## src/rtl/instruction_pkg.sv

```systemverilog
// Shared RV32I-subset encodings, sequencer state and ALU operation types.
// Also holds the immediate extractors and the legality check used by the sequencer.
package instruction_pkg;

  localparam logic [6:0] OPC_OP     = 7'b0110011;
  localparam logic [6:0] OPC_OPIMM  = 7'b0010011;
  localparam logic [6:0] OPC_BRANCH = 7'b1100011;
  localparam logic [6:0] OPC_LUI    = 7'b0110111;

  localparam logic [2:0] F3_ADD_SUB = 3'b000;
  localparam logic [2:0] F3_SLL     = 3'b001;
  localparam logic [2:0] F3_SRL_SRA = 3'b101;
  localparam logic [2:0] F3_BEQ     = 3'b000;
  localparam logic [2:0] F3_BNE     = 3'b001;

  localparam logic [6:0] F7_BASE = 7'b0000000;
  localparam logic [6:0] F7_ALT  = 7'b0100000;

  typedef enum logic [2:0] {IDLE, FETCH, DECODE, EXEC, WB, HALT} seq_state_t;

  typedef enum logic [2:0] {
    ALU_ADD, ALU_SUB, ALU_SLL, ALU_SRL, ALU_SRA, ALU_PASS_B
  } alu_op_t;

  function automatic logic [31:0] i_imm(input logic [31:0] ir);
    return {{20{ir[31]}}, ir[31:20]};
  endfunction

  function automatic logic [31:0] b_imm(input logic [31:0] ir);
    return {{19{ir[31]}}, ir[31], ir[7], ir[30:25], ir[11:8], 1'b0};
  endfunction

  function automatic logic is_legal(input logic [31:0] ir);
    logic [6:0] f7;
    logic [2:0] f3;
    f7 = ir[31:25];
    f3 = ir[14:12];
    case (ir[6:0])
      OPC_OP:     return (f7 == F7_BASE && (f3 == F3_ADD_SUB || f3 == F3_SLL || f3 == F3_SRL_SRA))
                      || (f7 == F7_ALT && (f3 == F3_ADD_SUB || f3 == F3_SRL_SRA));
      OPC_OPIMM:  return (f3 == F3_ADD_SUB)
                      || (f3 == F3_SLL && f7 == F7_BASE)
                      || (f3 == F3_SRL_SRA && (f7 == F7_BASE || f7 == F7_ALT));
      OPC_BRANCH: return (f3 == F3_BEQ || f3 == F3_BNE);
      OPC_LUI:    return 1'b1;
      default:    return 1'b0;
    endcase
  endfunction

endpackage

```

## src/rtl/rv_alu.sv

```systemverilog
// Combinational ALU for the sequencer: add/sub, logical/arithmetic shifts, pass-through.
module rv_alu
  import instruction_pkg::*;
(
  input  alu_op_t     op,
  input  logic [31:0] a,
  input  logic [31:0] b,
  output logic [31:0] y
);

  // NOTE: every output of a combinational block gets a default first, so no path can infer a latch.
  always_comb begin
    y = a + b;
    case (op)
      ALU_ADD:    y = a + b;
      ALU_SUB:    y = a - b;
      ALU_SLL:    y = a << b[4:0];
      ALU_SRL:    y = a >> b[4:0];
      ALU_SRA:    y = $unsigned($signed(a) >>> b[4:0]);
      ALU_PASS_B: y = b;
      default:    y = a + b;
    endcase
  end

endmodule

```

## src/rtl/rv_core_seq.sv

```systemverilog
// Multi-cycle RV32I-subset sequencer: FETCH/DECODE/EXEC/WB over a req/ack fetch port,
// with an external register file and a per-retire trace bus.
module rv_core_seq
  import instruction_pkg::*;
#(
  parameter logic [31:0] RESET_PC = 32'h0000_0000
) (
  input  logic        clk,
  input  logic        reset,
  input  logic        halt_req,
  output logic        imem_req,
  output logic [31:0] imem_addr,
  input  logic        imem_ack,
  input  logic [31:0] imem_rdata,
  output logic [4:0]  rs1_addr,
  output logic [4:0]  rs2_addr,
  input  logic [31:0] rs1_data,
  input  logic [31:0] rs2_data,
  output logic        rf_we,
  output logic [4:0]  rf_waddr,
  output logic [31:0] rf_wdata,
  output logic        tr_valid,
  output logic [31:0] tr_pc,
  output logic [31:0] tr_inst,
  output logic        tr_rdv,
  output logic [4:0]  tr_rd_x,
  output logic [31:0] tr_rd_data,
  output logic        tr_pcv,
  output logic [31:0] tr_pc_x,
  output logic        halted,
  output logic        illegal
);

  seq_state_t  state_q, state_d;
  logic [31:0] pc_q, ir_q, rs1_q, rs2_q, res_q, target_q;
  logic        taken_q, ill_q;

  logic [6:0]  opcode;
  logic [2:0]  funct3;
  logic [4:0]  rd;
  logic        writes_rd;
  alu_op_t     alu_op;
  logic [31:0] alu_b, alu_y;
  logic        br_taken, misaligned;
  logic [31:0] br_target;

  assign opcode    = ir_q[6:0];
  assign funct3    = ir_q[14:12];
  assign rd        = ir_q[11:7];
  assign rs1_addr  = ir_q[19:15];
  assign rs2_addr  = ir_q[24:20];
  assign writes_rd = (opcode == OPC_OP) || (opcode == OPC_OPIMM) || (opcode == OPC_LUI);

  // ir_q[30] separates sub/sra/srai from add/srl/srli; legality was already checked in DECODE.
  always_comb begin
    alu_op = ALU_ADD;
    alu_b  = rs2_q;
    case (opcode)
      OPC_OP: begin
        case (funct3)
          F3_SLL:     alu_op = ALU_SLL;
          F3_SRL_SRA: alu_op = ir_q[30] ? ALU_SRA : ALU_SRL;
          default:    alu_op = ir_q[30] ? ALU_SUB : ALU_ADD;
        endcase
      end
      OPC_OPIMM: begin
        alu_b = i_imm(ir_q);
        case (funct3)
          F3_SLL:     alu_op = ALU_SLL;
          F3_SRL_SRA: alu_op = ir_q[30] ? ALU_SRA : ALU_SRL;
          default:    alu_op = ALU_ADD;
        endcase
      end
      OPC_LUI: begin
        alu_op = ALU_PASS_B;
        alu_b  = {ir_q[31:12], 12'b0};
      end
      default: ;
    endcase
  end

  rv_alu u_alu (
    .op (alu_op),
    .a  (rs1_q),
    .b  (alu_b),
    .y  (alu_y)
  );

  assign br_target  = pc_q + b_imm(ir_q);
  assign br_taken   = (opcode == OPC_BRANCH) &&
                      ((funct3 == F3_BEQ) ? (rs1_q == rs2_q) : (rs1_q != rs2_q));
  assign misaligned = br_taken && br_target[1];

  // NOTE: state registers use non-blocking assignments so every flop samples pre-edge values.
  always_ff @(posedge clk or posedge reset) begin
    if (reset) begin
      state_q  <= IDLE;
      pc_q     <= RESET_PC;
      ir_q     <= '0;
      rs1_q    <= '0;
      rs2_q    <= '0;
      res_q    <= '0;
      target_q <= '0;
      taken_q  <= 1'b0;
      ill_q    <= 1'b0;
    end else begin
      state_q <= state_d;
      case (state_q)
        FETCH:  if (imem_ack) ir_q <= imem_rdata;
        DECODE: begin
          rs1_q   <= rs1_data;
          rs2_q   <= rs2_data;
          ill_q   <= !is_legal(ir_q);
          taken_q <= 1'b0;
        end
        EXEC: begin
          res_q    <= alu_y;
          target_q <= br_target;
          taken_q  <= br_taken && !misaligned;
          if (misaligned) ill_q <= 1'b1;
        end
        WB:      if (!ill_q) pc_q <= taken_q ? target_q : pc_q + 32'd4;
        default: ;
      endcase
    end
  end

  always_comb begin
    state_d = state_q;
    case (state_q)
      IDLE:    state_d = FETCH;
      FETCH:   if (imem_ack) state_d = DECODE;
      // An illegal word skips EXEC and retires straight away with no side effects.
      DECODE:  state_d = is_legal(ir_q) ? EXEC : WB;
      EXEC:    state_d = WB;
      WB:      state_d = (ill_q || halt_req) ? HALT : FETCH;
      HALT:    state_d = HALT;
      default: state_d = IDLE;
    endcase
  end

  always_comb begin
    imem_req   = 1'b0;
    imem_addr  = '0;
    rf_we      = 1'b0;
    rf_waddr   = '0;
    rf_wdata   = '0;
    tr_valid   = 1'b0;
    tr_pc      = '0;
    tr_inst    = '0;
    tr_rdv     = 1'b0;
    tr_rd_x    = '0;
    tr_rd_data = '0;
    tr_pcv     = 1'b0;
    tr_pc_x    = '0;
    halted     = (state_q == HALT);
    illegal    = (state_q == HALT) && ill_q;
    case (state_q)
      FETCH: begin
        imem_req  = 1'b1;
        imem_addr = pc_q;
      end
      WB: begin
        tr_valid   = 1'b1;
        tr_pc      = pc_q;
        tr_inst    = ir_q;
        rf_we      = writes_rd && (rd != 5'd0) && !ill_q;
        tr_rdv     = rf_we;
        rf_waddr   = rd;
        tr_rd_x    = rd;
        rf_wdata   = res_q;
        tr_rd_data = res_q;
        tr_pcv     = taken_q;
        tr_pc_x    = taken_q ? target_q : 32'd0;
      end
      default: ;
    endcase
  end

endmodule

```

## config.mk

```make
export PLATFORM = sky130hd
export DESIGN_NAME = rv_core_seq
export DESIGN_NICKNAME = d
export VERILOG_FILES = /design/src/rtl/instruction_pkg.sv /design/src/rtl/rv_alu.sv /design/src/rtl/rv_core_seq.sv
export SDC_FILE = /design/constraint.sdc
export NUM_CORES = 1
export LEC_CHECK = 0
export ABC_CLOCK_PERIOD_IN_PS = 8500
export BUFFER_PORTS_ARGS = -buffer_cell sky130_fd_sc_hd__buf_2
export CORE_ASPECT_RATIO = 1.25
export CORE_MARGIN = 2
export CORE_UTILIZATION = 36
export DETAILED_ROUTE_END_ITERATION = 8
export SETUP_SLACK_MARGIN = 0.5
export SYNTH_ARGS = -nofsm -noshare
export SYNTH_HDL_FRONTEND = slang
export SYNTH_SLANG_ARGS = --single-unit
```

## constraint.sdc

```tcl
create_clock -name clk -period 8.5 [get_ports clk]
set_input_delay 1.275 -clock clk [delete_from_list [all_inputs] [get_ports clk]]
set_output_delay 1.275 -clock clk [all_outputs]
set_load 0.01 [all_outputs]
```

Word level (Yosys, flattened, before mapping) --
Cells that the tools add are included.
Word-level totals: flip-flop bits (word level) 197, memories kept 0, output and inout port bits 219, ROM bits 0, bits in latches 0, memory bits (writable) 0, input port bits 100, word-level logic and storage cells 98
Cells by class: bitwise gates (word level) 1, muxes and demuxes 29, shifts and indexed selects 3, divide/modulo/power cells 0, reductions and logical operators 31, $lt $le $gt $ge 0, equality and inequality tests 21, $mul 0, $add $sub $neg 4
Operators by type and width (count):
- 2-to-1 mux 32 bit | 7
- case mux 32 bit (5 select lines) | 1
- adder 32 bit | 2
- case mux 32 bit (2 select lines) | 1
- adder 32 x 3 -> 32 bit (second input constant) | 1
- == test 32 bit | 1
- inequality test 32 bit | 1
- left shift 32 x 5 -> 32 bit | 1
- right shift 32 x 5 -> 32 bit | 1
- >>> shifter 32 x 5 -> 32 bit | 1
- subtractor 32 bit | 1
- == test 7 x 6 -> 1 bit (second input constant) | 3
- case mux 3 bit (6 select lines) | 1
- == test 3 bit (second input constant) | 5
- == test 3 x 2 -> 1 bit (second input constant) | 4
- 2-to-1 mux 3 bit | 4
- case mux 3 bit (2 select lines) | 2
- logical AND 1 bit | 10
- logical OR 1 bit | 10
- == test 3 x 1 -> 1 bit (second input constant) | 3
- case mux 3 bit (3 select lines) | 1
- 2-to-1 mux 1 bit | 8
- == test 7 x 5 -> 1 bit (second input constant) | 1
- == test 7 bit (second input constant) | 1
- other kinds (11) | 18

Depth between registers and ports, before layout --
Gate-level depths: netlist (run 1).
depth after elaboration 9, gate-level depth with buffers 26, depth with buffers taken out 21

Cells and area by module --
Synthesis (run 1) repeated with hierarchy kept, for this count alone.
Second synthesis, totals: cells, all modules 2253, area, all modules 18565.3 µm²
By module, submodules not included:
- rv_core_seq | instances 1, area each 12216.7 µm², cells each 1355, sequential area each 4929.7 µm²
- rv_alu | instances 1, area each 6348.6 µm², cells each 898, sequential area each 0.0 µm²

Least setup slack after synthesis (run 1) --
No wires, ideal clock.
path type reg-to-reg, start reg ir_q[5], end reg res_q[30], arrival time 5.431 ns, path buffers 5, library setup time 0.088 ns, stages on the path, launching flop included 25, clock period less this slack 5.519 ns, setup slack 2.981 ns, data required time 8.412 ns, cells stage by stage dfrtp_1 -> buf_2 -> buf_4 -> and2_1 -> a41oi_1 -> a2bb2oi_2 -> buf_2 -> buf_1 -> clkbuf_1 -> ha_1 -> nand4_1 -> or3_1 -> o21ai_0 -> xor2_1 -> ha_1 -> o21ai_0 -> o21ai_0 -> nor4_1 -> a21oi_1 -> o41ai_1 -> o211ai_1 -> a21oi_1 -> xnor2_1 -> nand2_1 -> a41oi_1
Between the ends: longest elaborated chain between the ends 4, elaborated cells between the ends (all ways) 16, classes of those cells add/sub: 2; eq/ne: 8; shift: 3; mux: 3
Ends and longest elaborated chain:
- start: declaration | line rv_core_seq.sv:35 | logic [31:0] pc_q, ir_q, rs1_q, rs2_q, res_q, target_q;
- start signal: assignment | line rv_core_seq.sv:109 | FETCH: if (imem_ack) ir_q <= imem_rdata;
- == test 7 x 6 -> 1 bit / == test 7 x 5 -> 1 bit (equally long branches) | line rv_core_seq.sv:58 | case (opcode)
- case mux 32 bit (2 select lines) / case mux 3 bit (3 select lines) (equally long branches) | line rv_core_seq.sv:58
- adder 32 bit, or another cell as far along | line rv_alu.sv:15, rv_alu.sv:21
- case mux 32 bit (5 select lines) * | line rv_alu.sv:14 | case (op)
- end signal: assignment | line rv_core_seq.sv:117 | res_q <= alu_y;
- end: declaration | line rv_core_seq.sv:35
Every way passes the cells marked *; elsewhere a longest branch is shown, timed or not. A chain may end at the register's enable or synchronous reset.

Worst setup path in the final report (run 1) --
start reg ir_q[3], end reg res_q[30]
Same word-level chain as after synthesis.

==> results of run 1 <==
worst max-delay path, cell delays in order (launching register included):
cell and delay [ns]:
dfrtp_1 0.41, and3b_1 0.82, nand3_4 0.43, a22o_2 0.41, nor2_1 0.89, nand2_1 0.36, nor2_1 0.24, a21oi_1 0.10
xnor2_1 0.27, ha_1 0.34, a21oi_1 0.17, nor2_1 0.07, nor4_1 0.34, a21oi_1 0.17, o41ai_1 0.70, o211ai_1 0.19
a21oi_1 0.20, xnor2_1 0.15, nand2_1 0.08, a41oi_1 0.21
Yosys cell counts, types with 19 or more instances:
| master | instances |
|---|---|
| inv_1 | 51 |
| buf_2 | 31 |
| mux2i_1 | 92 |
| and3_1 | 86 |
| mux2_2 | 95 |
| nand2_1 | 250 |
| nand4_1 | 23 |
| a211oi_1 | 31 |
| ha_1 | 64 |
| nor3_1 | 52 |
| nand3_1 | 44 |
| mux4_2 | 19 |
| a21oi_1 | 159 |
| o21ai_0 | 190 |
| nor2_1 | 171 |
| and2_1 | 108 |
| o22ai_1 | 21 |
| dfrtp_1 | 197 |
| buf_4 | 58 |
| xnor2_1 | 76 |
| clkbuf_1 | 149 |
| xor2_1 | 41 |
| a21o_1 | 24 |
| o211ai_1 | 27 |
| a22oi_1 | 21 |
| a31oi_1 | 42 |
kinds of logic after synthesis:
logic type                 count (synthesis)
DFF                                      197
adders and majority gates                 66
AOI/OAI and AO/OA                        708
and+or+nand+nor                          828
xor gates and xnor gates                 117
buffers and inverters                    308
muxes                                    206
layout make-up:
class	count	area, µm²
clock inverters	14	181
fillers	5517	31800
well taps	679	850
diodes	1	2.50
multi-input cells	1925	13100
inverters	53	206
flip-flops and latches	197	4930
clock buffers	18	439
repair buffers	365	1940
stage by stage:
| step | instances | power, W | hold slack (ns) | setup WS (ns) | area [µm²] |
|---|---|---|---|---|---|
| after detailed placement | 3219 | 0.00941 | 0.472 | 2.06 | 21100 |
| after floorplan | 2430 | 0.00676 | 0.441 | 1.86 | 19400 |
| after CTS | 3251 | 0.0103 | 0.489 | 2.03 | 21700 |
| after global routing | 3251 | 0.0111 | 0.517 | 1.44 | 21700 |
| after global placement | 3219 | 0.00941 | 0.463 | 2.10 | 21100 |
| final | 3252 | 0.0105 | 0.485 | 1.85 | 21700 |
path summary, 6_finish.rpt:
| path | from | to | depth (start not counted) |
|---|---|---|---|
| worst min register to register | res_q[22] | res_q[22] | 2 |
| min in group asynchronous | reset | pc_q[2] | 2 |
| worst max register to register | ir_q[3] | res_q[30] | 19 |
| max in group asynchronous | reset | ir_q[5] | 3 |
| worst max-delay path | ir_q[3] | res_q[30] | 19 |
| worst min-delay path | res_q[22] | res_q[22] | 2 |
registers in the layout, indices dropped and copies added, names as in the netlist:
signal / cells
ir_q: 32
pc_q: 32
res_q: 32
rs1_q: 32
rs2_q: 32
target_q: 32
state_q: 3
ill_q: 1
taken_q: 1
power groups by stage:
stage	clock, W	sequential [W]	combinational (W)
after detailed placement	0	0.00215	0.00727
final	0.000888	0.00216	0.00744
after CTS	0.000910	0.00213	0.00731
after global routing	0.000939	0.00218	0.00795
after floorplan	0	0.00160	0.00516
after global placement	0	0.00214	0.00727
layer usage:
metal | GRT usage, % | vias to the layer above | share of wire [%]
met1 | 39.7 | 9862 | 40
met2 | 51.3 | 1013 | 47
met3 | 5.18 | 242 | 6.8
met4 | 18.2 | 0 | 6.6
li1 | - | 9111 | -
met5 | 0 | - | 0
==> run metrics, run 1 <==
max_cap viols 0; Die Area between 50000 and 60000 µm²; CP arrival 7.05 ns; Leak 9.84 nW; commonest non-fill, non-tap cell in the layout buf_2; DR pass1 iterations 8; power per cell area 484 nW/µm²; Synthesis Warnings 0; die height between 200 and 300 µm; Post-Synthesis Cells 2430; CTS tree built; Post-Syn Area between 15000 and 20000 µm²; RSZ-0062 raised after global routing false; sequential fraction of design power about a fifth; final setup TNS 0 ns; main combinational cell family by area after synthesis compound AO/OA/AOI/OAI gates; number of flops mapped to enable cells by yosys 0; Distinct cells, synth 87; Rel. slew slack 21.0%; CTS sink cnt a little under 200; Area Growth Syn to Fin 11.9%; later-pin clock latency in the skew report between 0.4 and 0.5 ns; VDD IR-drop max between 0.3 and 0.4 mV; layout cell share with drive strength beyond 1 roughly 21%; status finished clean; Yosys top cell by area dfrtp_1; top_reg_cell synth dfrtp_1; Inserted Clock Buffers 17; total setup buffers inserted after CTS 0; setup slack, reg-to-reg roughly 1.8 ns; largest net degree at the start of global routing slightly above 100; hold buffers post-CTS 0; Setup Crit Path Kind register to register; Worst setup SP type register; Max Clock Freq around 150 MHz; vias between 20000 and 25000; Final setup violation count 0; Core Rows 95; Initial Utilization 36.2%; DRC errors left 0; drt via density 6.22; share of synthesized cell area in full adder, half adder and majority cells around 4.3%; Fin. Hold Viols 0; Post-Syn Nets approximately 2600; switching pwr roughly 0.0061 W; Final Skew a little under 0.03 ns; Final Core Density 40.5%; syn_area_per_cell about 8 µm²; Synth area leaders dfrtp_1, mux2_2, o21ai_0, nand2_1, mux2i_1; final WL around 89 mm; xor and xnor area share after synthesis 5.29%; mux share of post-synthesis cell area approximately 12%; Worst Setup End Kind register; dpl hpwl approximately 69 mm; total grt overflow 0; Worst-path clk slew 0.08 ns; core area around 53000 µm²; asr flop ratio synth 100%; Seq cells post-synth ~200; # resized after CTS 0; H-tree depth 4; maximum net fanout on the critical path 21; initial antenna violation count 0; first-pass GRT wire length between 100 and 150 mm; RD Place Congestion between 1 and 1.5; most frequent cells in the layout buf_2, nand2_1, dfrtp_1, o21ai_0, nor2_1; crit share post-route about four fifths; vias in the first global route 19400; clock share of power under 10%; post-synth top area share 25.4%; Post-Synth Simple-Gate Area 21.2%; Tot GR Track Use a little under a third; internal power approximately 0.0044 W; initial DRC count roughly 2100; CTS max path bufs 2; nets@finish 2725; Worst Max-Slew Pin Slew about 1.2 ns; Detail Route Antenna Nets 0; Die W approximately 210 µm; Compound-Gate Fraction of Synth Area between 20% and 30%; Worst EP required 8.89 ns; CTS root buf clkbuf_16; Switching Fraction between 50% and 60%; Comb pwr share between 70% and 80%; min cycle time layout roughly 6.7 ns; port buffer count approximately 320; Seq/Total Area, Yosys between 20% and 30%; Routed WL per cell 27.4 µm; Top Ports about 320; max-slew violations 0; Worst Hold Class register to register
(Power assumes the default switching activity.)
==> run 2, diff against run 1 <==
--- a/config.mk
+++ b/config.mk
@@ -5,7 +5,8 @@
 export SDC_FILE = /design/constraint.sdc
 export NUM_CORES = 1
 export LEC_CHECK = 0
-export ABC_CLOCK_PERIOD_IN_PS = 8500
+export ABC_AREA = 1
+export ABC_CLOCK_PERIOD_IN_PS = 5950
 export BUFFER_PORTS_ARGS = -buffer_cell sky130_fd_sc_hd__buf_2
 export CORE_ASPECT_RATIO = 1.25
 export CORE_MARGIN = 2
==> constraint.sdc (replaced) <==
create_clock -name clk -period 5.95 [get_ports clk]
set_input_delay 0.8925 -clock clk [delete_from_list [all_inputs] [get_ports clk]]
set_output_delay 0.8925 -clock clk [all_outputs]
set_load 0.01 [all_outputs]
==> run 2 against run 1 <==
  * Sequential share of layout area is 0.22 points higher
  * Combinational power is 33% higher
  * Sequential power is 21% higher
  * Maximum frequency is 33% higher
  * Power is 31% higher
  * Register-to-register slack worse by 0.91 ns
  * Critical path depth is 12 higher
  * Highest routed layer unchanged
==> run metrics, run 2 <==
hold path endpoint res_q[7]; vias in the first global route 20900; Top Ports approximately 320; port buffer count ~320; min cycle time layout 5.02 ns; crit share post-route a little over four fifths; status finished clean; Final Skew approximately 0.016 ns; Critical Path Max Stage Delay 0.40 ns; power per cell area around 640 nW/µm²; first-pass GRT wire length ~120 mm; Hold Crit Depth 2; most frequent cells in the layout nand2_1, nand3_1, nor2_1, buf_2, inv_1; initial antenna violation count 0; Crit Reg-Reg Startpoint ir_q[6]; final WL between 80 and 90 mm; Synth area leaders dfrtp_1, nand2_1, nand3_1, nor2_1, inv_1; Comb pwr share between 70% and 80%; total setup buffers inserted after CTS 0; CP arrival 5.43 ns; most numerous cell in the Yosys netlist nand2_1; Max stage delay cell, worst path dfrtp_1; CTS root buf clkbuf_16; Post-Syn Area approximately 19000 µm²; drt via density between 5 and 6; DRC errors left 0; commonest non-fill, non-tap cell in the layout nand2_1; Rel. slew slack between 20% and 30%; Worst setup SP type register; initial DRC count just over 2000; Worst Hold Class register to register; fill cell count slightly below 6000; Worst Max-Slew Pin Slew roughly 1.2 ns; Core Rows 94; H-tree depth 4; Fin. Hold Viols 0; maximum net fanout on the critical path 15; Most common cell on crit path nand2_1; top_reg_cell synth dfrtp_1; CTS sink cnt slightly below 200; worst reg2reg endpoint res_q[21]; Final Core Density between 40 and 50%; RD Place Congestion ~1.0; Inserted Clock Buffers 17; number of flops mapped to enable cells by yosys 0; later-pin clock latency in the skew report roughly 0.49 ns; Switching Fraction 59.9%; switching pwr between 0.008 and 0.009 W; Post-Syn Nets ~3300; VDD IR-drop max around 0.30 mV; area of the multi-input gates between 10000 and 15000 µm²; Ant. Diodes 0; Max Clock Freq 199 MHz; DR pass1 iterations 7; max_cap viols 0; CTS max path bufs 2; Die Area 54900 µm²; Worst Setup End Kind register; die height approximately 260 µm; Routed WL per cell approximately 20 µm; final setup TNS 0 ns; Leak around 11 nW; Detail Route Antenna Nets 0; Distinct cells, synth around 50; Final setup violation count 0; Power Total around 0.014 W; nets@finish 3517; syn_area_per_cell between 6 and 7 µm²; Setup Crit Path Kind register to register; Worst-path clk slew 0.08 ns; commonest cells in the netlist nand2_1, nand3_1, nor2_1; Post-Synthesis Cells 3168; max-slew violations 0; CTS tree built; Initial Utilization 36.3%; worst r2r path cells 31; Synthesis Warnings 0; core area around 53000 µm²; post-synth top area share 25.8%; internal power 0.00551 W; clock share of power under 10%; RSZ-0062 raised after global routing false; Seq cells post-synth approximately 200; sequential fraction of design power a little under a fifth; Die W 210 µm; dpl hpwl 66.6 mm; Seq. cell area between 4000 and 5000 µm²; layout cell share with drive strength beyond 1 between 10% and 20%; Yosys top cell by area dfrtp_1; setup slack, reg-to-reg roughly 0.93 ns; largest net degree at the start of global routing 127; asr flop ratio synth 100%; vias between 20000 and 25000; Tot GR Track Use between 20 and 30%; Worst Hold Launch res_q[7]; Area Growth Syn to Fin 12.4%; Worst EP required 6.37 ns; total grt overflow 0; Seq/Total Area, Yosys approximately a quarter
-- run 2: cell count changes after synthesis, moves of 30 or more --
cell and delta:
nand2_1 +611, nand3_1 +430, inv_1 +258, nor2_1 +220, and2_1 -106, mux2_2 -95
mux2i_1 -92, and3_1 -83, clkbuf_1 -70, xnor2_1 -53, a211oi_1 -30
-- run 2: critical path, delay by kind of cell, from the launching register on --
family | cells | cell delay (ns)
XOR/XNOR | 1 | 0.13
AO/OA/AOI/OAI | 5 | 1.06
AND/OR/NAND/NOR | 17 | 2.42
flip-flops | 1 | 0.40
adder cells (fa/ha/maj) | 2 | 0.54
buffers and inverters | 6 | 0.40
-- run 2: kinds of logic (layout without fill, tap and decap cells) --
| kind of cell | count (synthesis) | count (layout) | synth area share (%) |
|---|---|---|---|
| flops | 197 | 197 | 25.8 |
| simple gates | 1872 | 1872 | 42.0 |
| compound gates | 432 | 432 | 12.4 |
| xor+xnor | 80 | 80 | 3.67 |
| buf+inv | 521 | 717 | 11.7 |
| fa+ha+maj | 66 | 66 | 4.41 |
-- run 2: worst max-delay path by stage --
stage | from | to | slack [ns] | cells past startpoint
6_report | ir_q[6] | res_q[21] | 0.93 | 31
5_1_grt | ir_q[6] | res_q[21] | 0.59 | 31
4_1_cts | ir_q[1] | res_q[21] | 0.91 | 30
3_5_place_dp | ir_q[1] | res_q[21] | 0.96 | 30
3_3_place_gp | ir_q[5] | res_q[22] | 1.02 | 22
2_1_floorplan | ir_q[6] | res_q[29] | 2.01 | 33
-- run 2: metrics by stage --
stage	hold WS, ns	area [µm²]	cells	setup WS, ns
floorplan	0.449	19100	3168	2.01
global placement	0.465	20800	4004	1.02
detailed placement	0.466	20800	4004	0.957
CTS	0.487	21500	4036	0.913
global route	0.498	21500	4036	0.591
finish	0.484	21500	4036	0.935
-- run 2: repair_timing --
item | 4_1_cts | 5_1_grt
resized for setup | 0 | 1
endpoints found under the setup margin | 0 | 3
hold buffers | 0 | 0
-- run 2: cell type report --
type,count,share of cell area (%)
multi-input combinational,2450,55.8
sequential,197,23.0
timing repair buffer,351,8.63
inverter,334,5.88
tap,672,3.92
clock buffer,18,2.05
clock inverter,14,0.805
-- run 2: power by group through the flow --
stage | Clock, W | Combinational, W | Sequential [W]
final | 0.00124 | 0.00991 | 0.00261
after global routing | 0.00130 | 0.0109 | 0.00265
after CTS | 0.00126 | 0.00976 | 0.00259
after detailed placement | 0 | 0.00971 | 0.00261
after global placement | 0 | 0.00977 | 0.00261
after floorplan | 0 | 0.00691 | 0.00228
-- run 2: metal layers --
layer	part of all wire, %	global-route usage, %	wire [µm]
met1	40	35.6	33300
met2	47	51.3	39300
met3	5.3	2.97	4390
met4	6.9	19.1	5730
met5	0	0	0
